<file path="src/rtl/mem_port_sched.sv">
// Two-requester round-robin scheduler for a single-port word-line memory array.
// Each transaction runs grant -> decode -> one-cycle word-line access -> response.
module mem_port_sched #(
    parameter int DATA_W = 24,
    parameter int ADDR_W = 3
) (
    input  logic                     clk,
    input  logic                     reset,
    input  logic [1:0]               req,
    input  logic [1:0]               we,
    input  logic [2*ADDR_W-1:0]      addr,
    input  logic [2*DATA_W-1:0]      wdata,
    output logic [1:0]               gnt,
    output logic [1:0]               ack,
    output logic [DATA_W-1:0]        rdata,
    output logic                     busy,
    output logic [(1<<ADDR_W)-1:0]   mem_wl,
    output logic                     mem_we,
    output logic [DATA_W-1:0]        mem_wdata,
    input  logic [DATA_W-1:0]        mem_rdata
);
    localparam int DEPTH = 1 << ADDR_W;

    typedef enum logic [1:0] {
        S_IDLE   = 2'd0,
        S_DECODE = 2'd1,
        S_ACCESS = 2'd2,
        S_RESP   = 2'd3
    } state_t;

    state_t                r_state;
    logic                  r_last;
    logic                  r_we_l;
    logic [ADDR_W-1:0]     r_addr_l;
    logic [DATA_W-1:0]     r_wdata_l;
    logic [1:0]            r_gnt;
    logic [1:0]            r_ack;
    logic [DATA_W-1:0]     r_rdata;
    logic                  r_busy;
    logic [DEPTH-1:0]      r_wl;
    logic                  r_mem_we;
    logic [DATA_W-1:0]     r_mem_wdata;

    logic                  w_winner;
    logic                  w_we_sel;
    logic [ADDR_W-1:0]     w_addr_sel;
    logic [DATA_W-1:0]     w_wdata_sel;

    function automatic logic [1:0] onehot2(input logic sel);
        return sel ? 2'b10 : 2'b01;
    endfunction

    function automatic logic [DEPTH-1:0] decode_wl(input logic [ADDR_W-1:0] a);
        logic [DEPTH-1:0] v;
        v    = '0;
        v[a] = 1'b1;
        return v;
    endfunction

    // With both requesting, the one that did not win last time goes next.
    always_comb begin
        w_winner    = (req == 2'b11) ? ~r_last : req[1];
        w_we_sel    = w_winner ? we[1] : we[0];
        w_addr_sel  = w_winner ? addr[2*ADDR_W-1:ADDR_W] : addr[ADDR_W-1:0];
        w_wdata_sel = w_winner ? wdata[2*DATA_W-1:DATA_W] : wdata[DATA_W-1:0];
    end

    always_ff @(posedge clk or posedge reset) begin
        if (reset) begin
            r_state     <= S_IDLE;
            r_last      <= 1'b1;
            r_we_l      <= 1'b0;
            r_addr_l    <= '0;
            r_wdata_l   <= '0;
            r_gnt       <= 2'b00;
            r_ack       <= 2'b00;
            r_rdata     <= '0;
            r_busy      <= 1'b0;
            r_wl        <= '0;
            r_mem_we    <= 1'b0;
            r_mem_wdata <= '0;
        end else begin
            case (r_state)
                S_IDLE: begin
                    if (|req) begin
                        r_last    <= w_winner;
                        r_we_l    <= w_we_sel;
                        r_addr_l  <= w_addr_sel;
                        r_wdata_l <= w_wdata_sel;
                        r_gnt     <= onehot2(w_winner);
                        r_busy    <= 1'b1;
                        r_state   <= S_DECODE;
                    end
                end
                S_DECODE: begin
                    r_gnt       <= 2'b00;
                    r_wl        <= decode_wl(r_addr_l);
                    r_mem_we    <= r_we_l;
                    r_mem_wdata <= r_wdata_l;
                    r_state     <= S_ACCESS;
                end
                // Word line is live for exactly this cycle; read data is captured as it closes.
                S_ACCESS: begin
                    r_rdata     <= r_we_l ? '0 : mem_rdata;
                    r_wl        <= '0;
                    r_mem_we    <= 1'b0;
                    r_mem_wdata <= '0;
                    r_ack       <= onehot2(r_last);
                    r_state     <= S_RESP;
                end
                S_RESP: begin
                    r_ack   <= 2'b00;
                    r_rdata <= '0;
                    r_busy  <= 1'b0;
                    r_state <= S_IDLE;
                end
                default: begin
                    r_state <= S_IDLE;
                end
            endcase
        end
    end

    assign gnt       = r_gnt;
    assign ack       = r_ack;
    assign rdata     = r_rdata;
    assign busy      = r_busy;
    assign mem_wl    = r_wl;
    assign mem_we    = r_mem_we;
    assign mem_wdata = r_mem_wdata;

endmodule
</file>
<file path="config.mk">
export PLATFORM = sky130hd
export DESIGN_NAME = mem_port_sched
export DESIGN_NICKNAME = d
export VERILOG_FILES = /design/src/rtl/mem_port_sched.sv
export SDC_FILE = /design/constraint.sdc
export NUM_CORES = 1
export LEC_CHECK = 0
export ABC_CLOCK_PERIOD_IN_PS = 3900
export CORE_ASPECT_RATIO = 1.25
export CORE_MARGIN = 2
export CORE_UTILIZATION = 44
export DETAILED_ROUTE_END_ITERATION = 7
export PLACE_DENSITY = 0.86
export SLEW_MARGIN = 10
export SYNTH_ARGS = -nofsm -noshare
export SYNTH_HDL_FRONTEND = slang
export SYNTH_SLANG_ARGS = --single-unit
</file>
<file path="constraint.sdc">
create_clock -name clk -period 3.9 [get_ports clk]
set_input_delay 0.78 -clock clk [delete_from_list [all_inputs] [get_ports clk]]
set_output_delay 0.78 -clock clk [all_outputs]
set_load 0.03 [all_outputs]
</file>
# [Yosys cells after proc, flatten, opt, wreduce, memory -nomap -nowiden]
# Cells that the tools add are included.
[classes] n_reduce_logical=10 n_eq_ne=5 n_shift=0 n_mul=0 n_bitwise=1 addsub=0 mux=20 order_cmp=2 div=0
[ops] op="case mux 24 bit (2 select lines)" count=2
[ops] op="two-way mux 24 bit" count=2
[ops] op="case mux 8 bit (2 select lines)" count=1
[ops] op="two-way mux 2 bit" count=4
[ops] op="case mux 2 bit (2 select lines)" count=2
[ops] op="case mux 2 bit (4 select lines)" count=1
[ops] op="nonzero test 2 bit" count=4
[ops] op="== test 2 bit, second input constant" count=3
[ops] op="AND reduction 2 bit" count=3
[ops] op="< comparator 3 x 4 -> 1 bit, second input constant" count=1
[ops] op="two-way mux 1 bit" count=4
[ops] op="case mux 1 bit (2 select lines)" count=2
[ops] op="demux 1 bit (select 3 bit)" count=1
[ops] op=">= comparator 3 x 1 -> 1 bit, second input constant" count=1
[ops] op="two-way mux 3 bit" count=1
[ops] op="== test 2 x 1 -> 1 bit, second input constant" count=1
[ops] op="logical NOT 2 bit" count=1
[ops] op="!= test 2 bit, second input constant" count=1
[ops] op="OR reduction 2 bit" count=1
[ops] op="logical AND 1 bit" count=1
[ops] op="NOT 1 bit" count=1
[totals] output_inout_bits=62 mem_bits_rw=0 memories=0 input_bits=84 register_bits=93 latchBits=0 word_cells=50 romBits=0

# [Longest topological paths before layout]
[logic_depth] word_depth=5 ltp_mapped=7 mapped_depth_nobuf=5

# [Worst setup path after synthesis]
# Ideal clock, no wire load.
[synth_timing] kind="register to register" startpoint="reg r_state[0]" endpoint="reg r_state[1]" required_ns=3.775 arrival_time_ns=1.479 synth_period_minus_slack_ns=1.604 setup_ns=0.125 slack_ns=2.296 n_path_buf=0 stages_incl_launch_ff=5 path_cell_list="dfrtp_1 -> inv_1 -> ha_1 -> nor3b_4 -> mux2_2"
[synth_between] elab_chain_cells=2 word_cells_on_any_way=6 cone_classes="eq/ne (4); mux (1); reduce/logical (1)"
[synth_rtl] item="start, declared" line="31" rtl="state_t r_state;"
[synth_rtl] item="start signal, assigned" line="70" rtl="r_state <= S_IDLE;"
[synth_rtl] item="start signal, assigned" line="92" rtl="r_state <= S_DECODE;"
[synth_rtl] item="start signal, assigned" line="100" rtl="r_state <= S_ACCESS;"
[synth_rtl] item="== test 2 bit, or another cell as far along" line="83" rtl="case (r_state)"
[synth_rtl] item="case mux 2 bit (4 select lines) / != test 2 bit (equally long branches)"
# Several ways; a longest one is shown, not always the timed one.
# A chain may end at the register's enable or synchronous reset.

# [Worst setup path in the final report]
[layout_timing] startpoint="reg r_state[0]" endpoint="reg r_rdata[6] (netlist: rdata[6])"
[layout_between] elab_chain_cells=2 word_cells_on_any_way=4 cone_classes="eq/ne (2); mux (1); reduce/logical (1)"
[layout_rtl] item="== test 2 bit" line="83"
[layout_rtl] item="case mux 24 bit (2 select lines) / nonzero test 2 bit (equally long branches)"
[layout_rtl] item="end signal, assigned" line="104" rtl="r_rdata <= r_we_l ? '0 : mem_rdata;"
[layout_rtl] item="end, declared" line="38" rtl="logic [DATA_W-1:0] r_rdata;"
# Several ways; a longest one is shown, not always the timed one.

==> flow_summary.ini <==
[finish]
fillers = 696
syn2layout_area_growth_pct = 41.8
fin_util_pct = 64.4
nets = 619
multi_input_area_mm2 = 0.00134
drive_above_1_share_pct = 5.26
antennaDiodeCount = 0
register_area_mm2 = 0.00233

[sta]
fin_skew_ns = 0.00889
worstMarginPinSlew_ns = 0.943
min_period_ns = 2.44
finalHoldViolations = 0
grt_setup_unrepaired = no
max_freq_mhz = 410
setup_viol = 0
slew_violations = 0
setup_tns_ns = 0
fin_crit_sh_pct = 62.5
slew_headroom_pct = 36.9

[clock_network]
insertion_delay_ns = 0.36
holdBufCountCts = 0
postCtsSetupBuffers = 0
cts-root-buf = clkbuf_8
cts_max_path_buffers = 2
cts_buffers = 9
cts_tree = done
path_clk_slew_ns = 0.08
numClockSinks = 93
htree_num_levels = 3
cts_resized = 0

[detailed_routing]
num_vias = 3283
antenna_left = 0
drt_wl_total_um = 9260
via_per_inst = 5.04
wire_per_inst_um = 14.2
drtPass1Iterations = 4
drc_errors = 0
drt_iter0_markers = 159

[worst_setup_path]
cp-end-kind = flip-flop
critPathTopFamily = simple AND/OR/NAND/NOR gates
criticalPathCategory = reg -> reg
slowest_delay_ns = 0.74
critPathBufInv = 1
path_max_fanout = 25
worstPathArrival_ns = 2.72
path_cells = inv_1 > ha_1 > nor2_4 > nor3_4 > a22o_1
cp.required_ns = 4.18
crit_slowest_cell = nor3_4
worstSetupStartpointType = flip-flop

[floorplan]
std_cell_rows = 38
die_height_um = 110
start_util_pct = 45.4
die-area_mm2 = 0.00976
core_area_mm2 = 0.00870
die_w_um = 88.7
top_level_ports = 146

[global_route]
antenna_found_initial = 0
grt-ovfl-total = 0
grt_max_degree = 94
grt_first_pass_wirelength_um = 14800
grt_pass1_vias = 3210
grt_use_total_pct = 19.6

[synth]
yosys_warnings = 0
synth_edf_count = 0
syn_area_mm2 = 0.00395
synth.area.top_cells = dfrtp_1 (58%), nand2_1 (7.7%), a22o_1 (5.3%)
ys_async_sr_fraction_pct = 100
synth_ff_type = dfrtp_1
avgSynthCellArea_um2 = 10.1
synth_cells = 393
ys_ff_latch = 93
synth.largest_area_cell = dfrtp_1
synth-seq-area-share_pct = 58.9
synth.distinct_cells = 31
yosysTopAreaCellShare_pct = 58.3
synth.net_count = 485

[power_and_ir_drop]
p_leak_nw = 2.46
power.density_mw_per_mm2 = 818
vdd.ir_drop.worst_uv = 491

[placed_design]
hpwl_um = 6600
gp_congestion = 0.870
io_buffer_count = 145

[outcome]
status = completed

[run]
maxCapViolations = 0

[hold_path]
hold_path.class = reg -> reg
-- sequential cells by signal (all words and copies together) (netlist names), 2 cells and up --
name	flops
r_state	2
r_wdata_l	24
rdata	24
gnt	2
r_addr_l	3
ack	2
mem_wdata	24
mem_wl	8
-- tightest hold or removal path: cells and delay by family, from the launching register on --
family / cells / cell delay, ns
AOI/OAI and AO/OA: 1 / 0.06
and+or+nand+nor: 1 / 0.05
DFF: 1 / 0.35
-- layout make-up --
type,count,share of cell area (%)
flip-flops and latches,93,41.6
repair buffers,147,26.2
multi-input cells,239,23.8
clock buffers,12,2.77
well taps,120,2.68
inverters,37,2.57
clock inverters,4,0.402
-- synth_stat cells, drive strengths merged (3+ instances only) --
library cell,n
dfrtp,92
nand2,81
inv,37
nor2,35
o21ai,31
a31oi,29
a22o,24
buf,21
ha,8
nand3,6
o22ai,5
nor2b,4
clkbuf,3
-- per-stage QoR --
stage | std cells | power (mW) | hold WS (ns) | area [um2] | worst slack [ns]
after detailed placement | 636 | 4.04 | 0.468 | 5420 | 1.27
after CTS | 652 | 4.63 | 0.490 | 5600 | 1.45
after global routing | 652 | 4.95 | 0.512 | 5600 | 1.26
after floorplan | 393 | 3.22 | 0.451 | 3950 | 0.701
after global placement | 636 | 3.94 | 0.462 | 5420 | 1.44
final | 652 | 4.58 | 0.488 | 5600 | 1.46
-- path summary, 6_finish.rpt --
path                              startpoint       endpoint  slack (ns)  cells after the start
min in group asynchronous              reset  mem_wdata[16]        0.96                      2
worst max-delay path              r_state[0]       rdata[6]        1.46                      5
max in group asynchronous              reset   mem_wdata[1]        2.39                      2
worst min-delay path            r_wdata_l[9]   mem_wdata[9]        0.49                      2
worst min register to register  r_wdata_l[9]   mem_wdata[9]        0.49                      2
worst max register to register    r_state[0]       rdata[6]        1.46                      5
-- layout by cell type, fill, tap and decap left out, types with 8 or more instances in the layout --
cell type        count
a22o_1              24
a31oi_1             29
clkbuf_8            11
clkdlybuf4s50_1    145
dfrtp_1             92
ha_1                 8
inv_1               36
nand2_1             81
nor2_1              34
o21ai_0             31
-- power breakdown --
part / switching [mW] / internal (mW)
clock network: 0.320 / 0.264
logic: 1.43 / 0.931
registers: 0.243 / 1.39
-- routing by layer --
layer,wire [um],track usage [%]
met5,0,0
met4,180,8.55
met3,561,3.23
met1,4060,25.9
met2,4460,31.8
-- cell families after synthesis --
kind of cell             after synthesis  synth area share [%]
AND/OR/NAND/NOR                      131                  13.9
AO/OA/AOI/OAI                         97                  16.4
flip-flops                            93                  58.9
buffers and inverters                 61                  7.35
adder cells (fa/ha/maj)                8                  2.53
multiplexers                           3                 0.792
(Power assumes the default switching activity.)
==> patch 1: new RTL, same settings <==
Make the reset (`reset`) synchronous in one clocked block.
--- a/src/rtl/mem_port_sched.sv
+++ b/src/rtl/mem_port_sched.sv
@@ -67,3 +67,3 @@
 
-    always_ff @(posedge clk or posedge reset) begin
+    always_ff @(posedge clk) begin
         if (reset) begin
Formal check against the unedited RTL: differs if reset is asserted again (counterexample within 4 cycles, from zero or initial values and one cycle with reset high); with reset held inactive, the same outputs for 10 cycles.
==> patch 1 against the unedited design <==
Die area down 4.3%; worst setup slack better by 0.065 ns; routed wire length up 6.2%; power down 15%; first-iteration DRC count up 9.4%; final area down 3.4%; clock power up 11%; worst hold slack worse by 0.032 ns; via count up 12%; sequential cell count unchanged; area after synthesis down 4.4%; sequential share of layout area down 7.2 points.
==> patch 1: results (changes against the unedited design) <==
stage	metric	value	unit	change
status	outcome	finished, final reports clean		unchanged
finish	layout cells sized above 1	0.0480		was 0.0526
grt	largest net degree at the start of global routing	71		was 94
worst_setup_path	crit path max fanout	29		was 25
synthesis	Compound-Gate Fraction of Synth Area	0.169		was 0.164
hold_path	HP Start	rdata[4]		was r_wdata_l[9]
route	drt pass-1 iters	4		unchanged
finish	Total Nets Final	670		was 619
sta	Fin Hold WS	0.456	ns	was 0.488 ns
worst_setup_path	Worst R2R Path Depth	5		unchanged
synthesis	post-synthesis adder-cell area fraction	0.0265		was 0.0253
clock_tree	Worst-path clk slew	0.08	ns	about the same
grt	GRT Overall Usage	0.207		was 0.196
grt	GRT met2 Usage	0.367		was 0.318
synthesis	mux contribution to synthesized area	0.00530		was 0.00792
placed_design	dpl cell area	0.00521	mm²	was 0.00542 mm²
sta	Slew @ Worst Pin	1.20	ns	was 0.943 ns
grt	initial antenna violation count	0		unchanged
sta	final setup skew	0.0152	ns	was 0.00889 ns
worst_setup_path	reg-to-reg slack, setup	1.58	ns	was 1.46 ns
clock_tree	clock buffer depth	2		unchanged
route	vias	3663		was 3283
synthesis	Seq/Total Area, Yosys	0.493		was 0.589
synthesis	Post-synth top cells	nand2_1 (106), dfxtp_1 (93), a21oi_1 (53), nor2_1 (44), a311oi_1 (28)		was dfrtp_1 (92), nand2_1 (81), inv_1 (37), nor2_1 (34), o21ai_0 (31)
clock_tree	# Post-CTS Setup Buffers	0		unchanged
clock_tree	clk root buf	clkbuf_8		unchanged
grt	met3 Resource Use GR	0.0345		was 0.0323
clock_tree	cts bufs inserted	9		unchanged
synthesis	Ys Warns	0		unchanged
pwr	LEAKAGE	1.95	nW	was 2.46 nW
placed_design	Port Buffers	145		unchanged
grt	M1 GR Usage	0.235		was 0.259
synthesis	XOR/XNOR Fraction of Synth Area	0		unchanged
hold_path	hold crit path type	reg -> reg		unchanged
synthesis	Synth async-reset ratio	0		was 1.00
grt	number of global-route vias before repair	3502		was 3210
finish	n_diodes	0		unchanged
grt	first-pass GRT wire length	15500	µm	was 14800 µm
sta	Max Slew Vio Count	0		unchanged
synthesis	Post-Syn Nets	545		was 485
clock_tree	CTS-repair resized insts	0		unchanged
synthesis	largest cells by area after synthesis	dfxtp_1 (49%), nand2_1 (11%), a21oi_1 (7.0%)		was dfrtp_1 (58%), nand2_1 (7.7%), a22o_1 (5.3%)
hold_path	Worst Hold Depth	2		unchanged
clock_tree	CTS H-tree depth	3		unchanged
worst_setup_path	Worst R2R Start	r_state[0]		unchanged
synthesis	synth unique cells	34		was 31
route	WL per Instance	14.5	µm	was 14.2 µm
pwr	VDD IR max	0.000371	V	was 0.000491 V
placed_design	routability congestion estimate from global placement	0.785		was 0.870
hold_path	worst hold endpoint	rdata[4]		was mem_wdata[9]
route	drt initial violations	174		was 159
worst_setup_path	worst flop-to-flop path endpoint	rdata[15]		was rdata[6]
clock_tree	Clock Latency Late Sink	0.35	ns	
worst_setup_path	arrival time at the worst endpoint	2.64	ns	was 2.72 ns
placed_design	hpwl dp	7100	µm	was 6600 µm
patch 1: cell types whose count changed after synthesis, sizes merged, moves of 24 or more:
cell    change
dfrtp      -92
inv        -34
a21oi      +51
a31oi      -28
a22o       -24
nand2      +25
dfxtp      +93
nand3b     +24
o21ai      -28
a311oi     +28
patch 1: power by group:
part	total, W	leakage [nW]	internal, W	switching, W
Combinational	0.00184	1.09	0.000713	0.00112
Sequential	0.00141	0.761	0.00123	0.000178
Clock	0.000647	0.0995	0.000315	0.000331
patch 1: final cells by class:
class	count	area (µm²)
clock buffers	11	141
clock inverters	5	60.1
fillers	684	2880
inverters	3	11.3
multi-input cells	319	1720
flip-flops and latches	93	1860
well taps	97	121
repair buffers	152	1500
patch 1: worst max path at each step:
stage	startpoint	endpoint	slack (ns)	cells after the start
final	req[1]	gnt[1]	1.53	4
after global routing	r_state[0]	rdata[15]	1.38	5
after CTS	req[1]	gnt[1]	1.55	4
after detailed placement	req[1]	gnt[1]	1.18	4
after global placement	req[1]	gnt[1]	1.21	4
after floorplan	r_state[0]	gnt[0]	2.27	5
patch 1: per-layer routing:
metal,vias to the layer above,part of all wire
met3,21,0.058
met5,-,0
li1,1810,-
met2,136,0.51
met1,1696,0.41
met4,0,0.022
patch 1: metrics by stage:
| stage | setup WS, ns | instances | util |
|---|---|---|---|
| 3_3_place_gp | 1.21 | 664 | 0.629 |
| 4_1_cts | 1.55 | 680 | 0.653 |
| 3_5_place_dp | 1.18 | 664 | 0.629 |
| 5_1_grt | 1.38 | 680 | 0.653 |
| 2_1_floorplan | 2.27 | 453 | - |
| 6_report | 1.53 | 680 | 0.653 |
patch 1: critical path: stages:
cell and delay, ns:
clkdlybuf4s50_1 0.56, a21bo_1 0.55, or4_1 0.59, a21oi_1 0.16
==> patch 2: new RTL, same settings <==
Made on the original files. `DATA_W`: 24 -> 28.
--- a/src/rtl/mem_port_sched.sv
+++ b/src/rtl/mem_port_sched.sv
@@ -3,3 +3,3 @@
 module mem_port_sched #(
-    parameter int DATA_W = 24,
+    parameter int DATA_W = 28,
     parameter int ADDR_W = 3
Interface: changed (resized mem_rdata, mem_wdata, rdata and wdata); port bits go from 146 to 166. The function was not compared with the original's and may differ.
==> patch 2 against the unedited design <==
Power is 19% higher; final cell count up 12%; via count is 13% higher; area after synthesis rose by 16%; sequential cell count increased by 12; worst setup slack got worse by 0.21 ns; sequential share of layout area shrank 1.2 points; count of clock-buffer cells in the layout did not move; final area up 16%; routed wire length is 21% higher; critical endpoint is now rdata[13]; largest power group unchanged.
==> patch 2: results (changes against the unedited design) <==
stage	metric	value	unit	change
grt	GRT Overall Usage	0.205		was 0.196
clock_tree	clk root buf	clkbuf_16		was clkbuf_8
synthesis	largest cells by area after synthesis	dfrtp_1 (57%), nand2_1 (6.9%), a22o_1 (5.4%)		was dfrtp_1 (58%), nand2_1 (7.7%), a22o_1 (5.3%)
route	vias per inst	5.08		was 5.04
pwr	PD cells	840	mW/mm²	was 818 mW/mm²
sta	Slew headroom	0.199		was 0.369
synthesis	Post-synth top cells	dfrtp_1 (104), nand2_1 (84), inv_1 (41), nor2_1 (38), o21ai_0 (38)		was dfrtp_1 (92), nand2_1 (81), inv_1 (37), nor2_1 (34), o21ai_0 (31)
synthesis	post-synthesis adder-cell area fraction	0.0219		was 0.0253
placed_design	dpl cell area	0.00620	mm²	was 0.00542 mm²
worst_setup_path	CP peak stage delay	0.96	ns	was 0.74 ns
pwr	LEAKAGE	2.84	nW	was 2.46 nW
run	max_cap viols	0		unchanged
grt	M1 GR Usage	0.242		was 0.259
route	routed wl met2	5940	µm	was 4460 µm
worst_setup_path	slowest CP cell	nor2_2		was nor3_4
finish	Total Nets Final	698		was 619
grt	number of global-route vias before repair	3807		was 3210
placed_design	worst slack at placement	0.997	ns	was 1.27 ns
synthesis	Avg Inst Size Synth	10.4	µm²	was 10.1 µm²
route	vias	3701		was 3283
placed_design	hpwl dp	7960	µm	was 6600 µm
status	outcome	finished, final reports clean		unchanged
clock_tree	clock buffer depth	2		unchanged
synthesis	Post-synth top flop	dfrtp_1		unchanged
pwr	P_clk	0.000911	W	was 0.000584 W
placed_design	routability congestion estimate from global placement	0.803		was 0.870
grt	largest net degree at the start of global routing	93		was 94
synthesis	Post-Syn Nets	545		was 485
synthesis	Compound-Gate Fraction of Synth Area	0.175		was 0.164
route	metal3 WL	644	µm	was 561 µm
worst_setup_path	crit path max fanout	29		was 25
grt	GRT met2 Usage	0.360		was 0.318
synthesis	Seq/Total Area, Yosys	0.575		was 0.589
worst_setup_path	crit-path leading delay family	simple AND/OR/NAND/NOR gates		unchanged
pwr	sw frac	0.418		was 0.435
finish	Filler cells	790		was 696
grt	met3 Resource Use GR	0.0378		was 0.0323
route	met1 WL	4310	µm	was 4060 µm
placed_design	Port Buffers	165		was 145
clock_tree	# Post-CTS Setup Buffers	0		unchanged
synthesis	mux contribution to synthesized area	0.00684		was 0.00792
pwr	Seq pwr share	0.341		was 0.357
placed_design	placed instance count	712		was 636
finish	layout cells sized above 1	0.0851		was 0.0526
synthesis	synth unique cells	34		was 31
sta	final setup skew	0.00767	ns	was 0.00889 ns
route	WL per Instance	15.4	µm	was 14.2 µm
clock_tree	Clock Latency Late Sink	0.34	ns	was 0.36 ns
## patch 2: cell type report
class	count	area [µm²]	area share
timing repair buffer	170	1690	0.260
clock inverter	4	51.3	0.00788
inverter	41	156	0.0240
multi-input combinational	267	1570	0.240
sequential	105	2630	0.404
clock buffer	12	256	0.0394
tap	129	161	0.0248
## patch 2: path summary, 6_finish.rpt
path                                from             to  slack (ns)
max in group asynchronous          reset  mem_wdata[14]        2.05
hold / removal             r_wdata_l[27]  mem_wdata[27]        0.48
setup / recovery              r_state[0]      rdata[13]        1.25
hold reg to reg            r_wdata_l[27]  mem_wdata[27]        0.48
min in group asynchronous          reset       rdata[3]        1.08
setup reg to reg              r_state[0]      rdata[13]        1.25
## patch 2: worst min-delay path, cell delays in order, from the launching register on
cell     delay, ns
dfrtp_1       0.34
nand2_1       0.05
o21ai_0       0.06
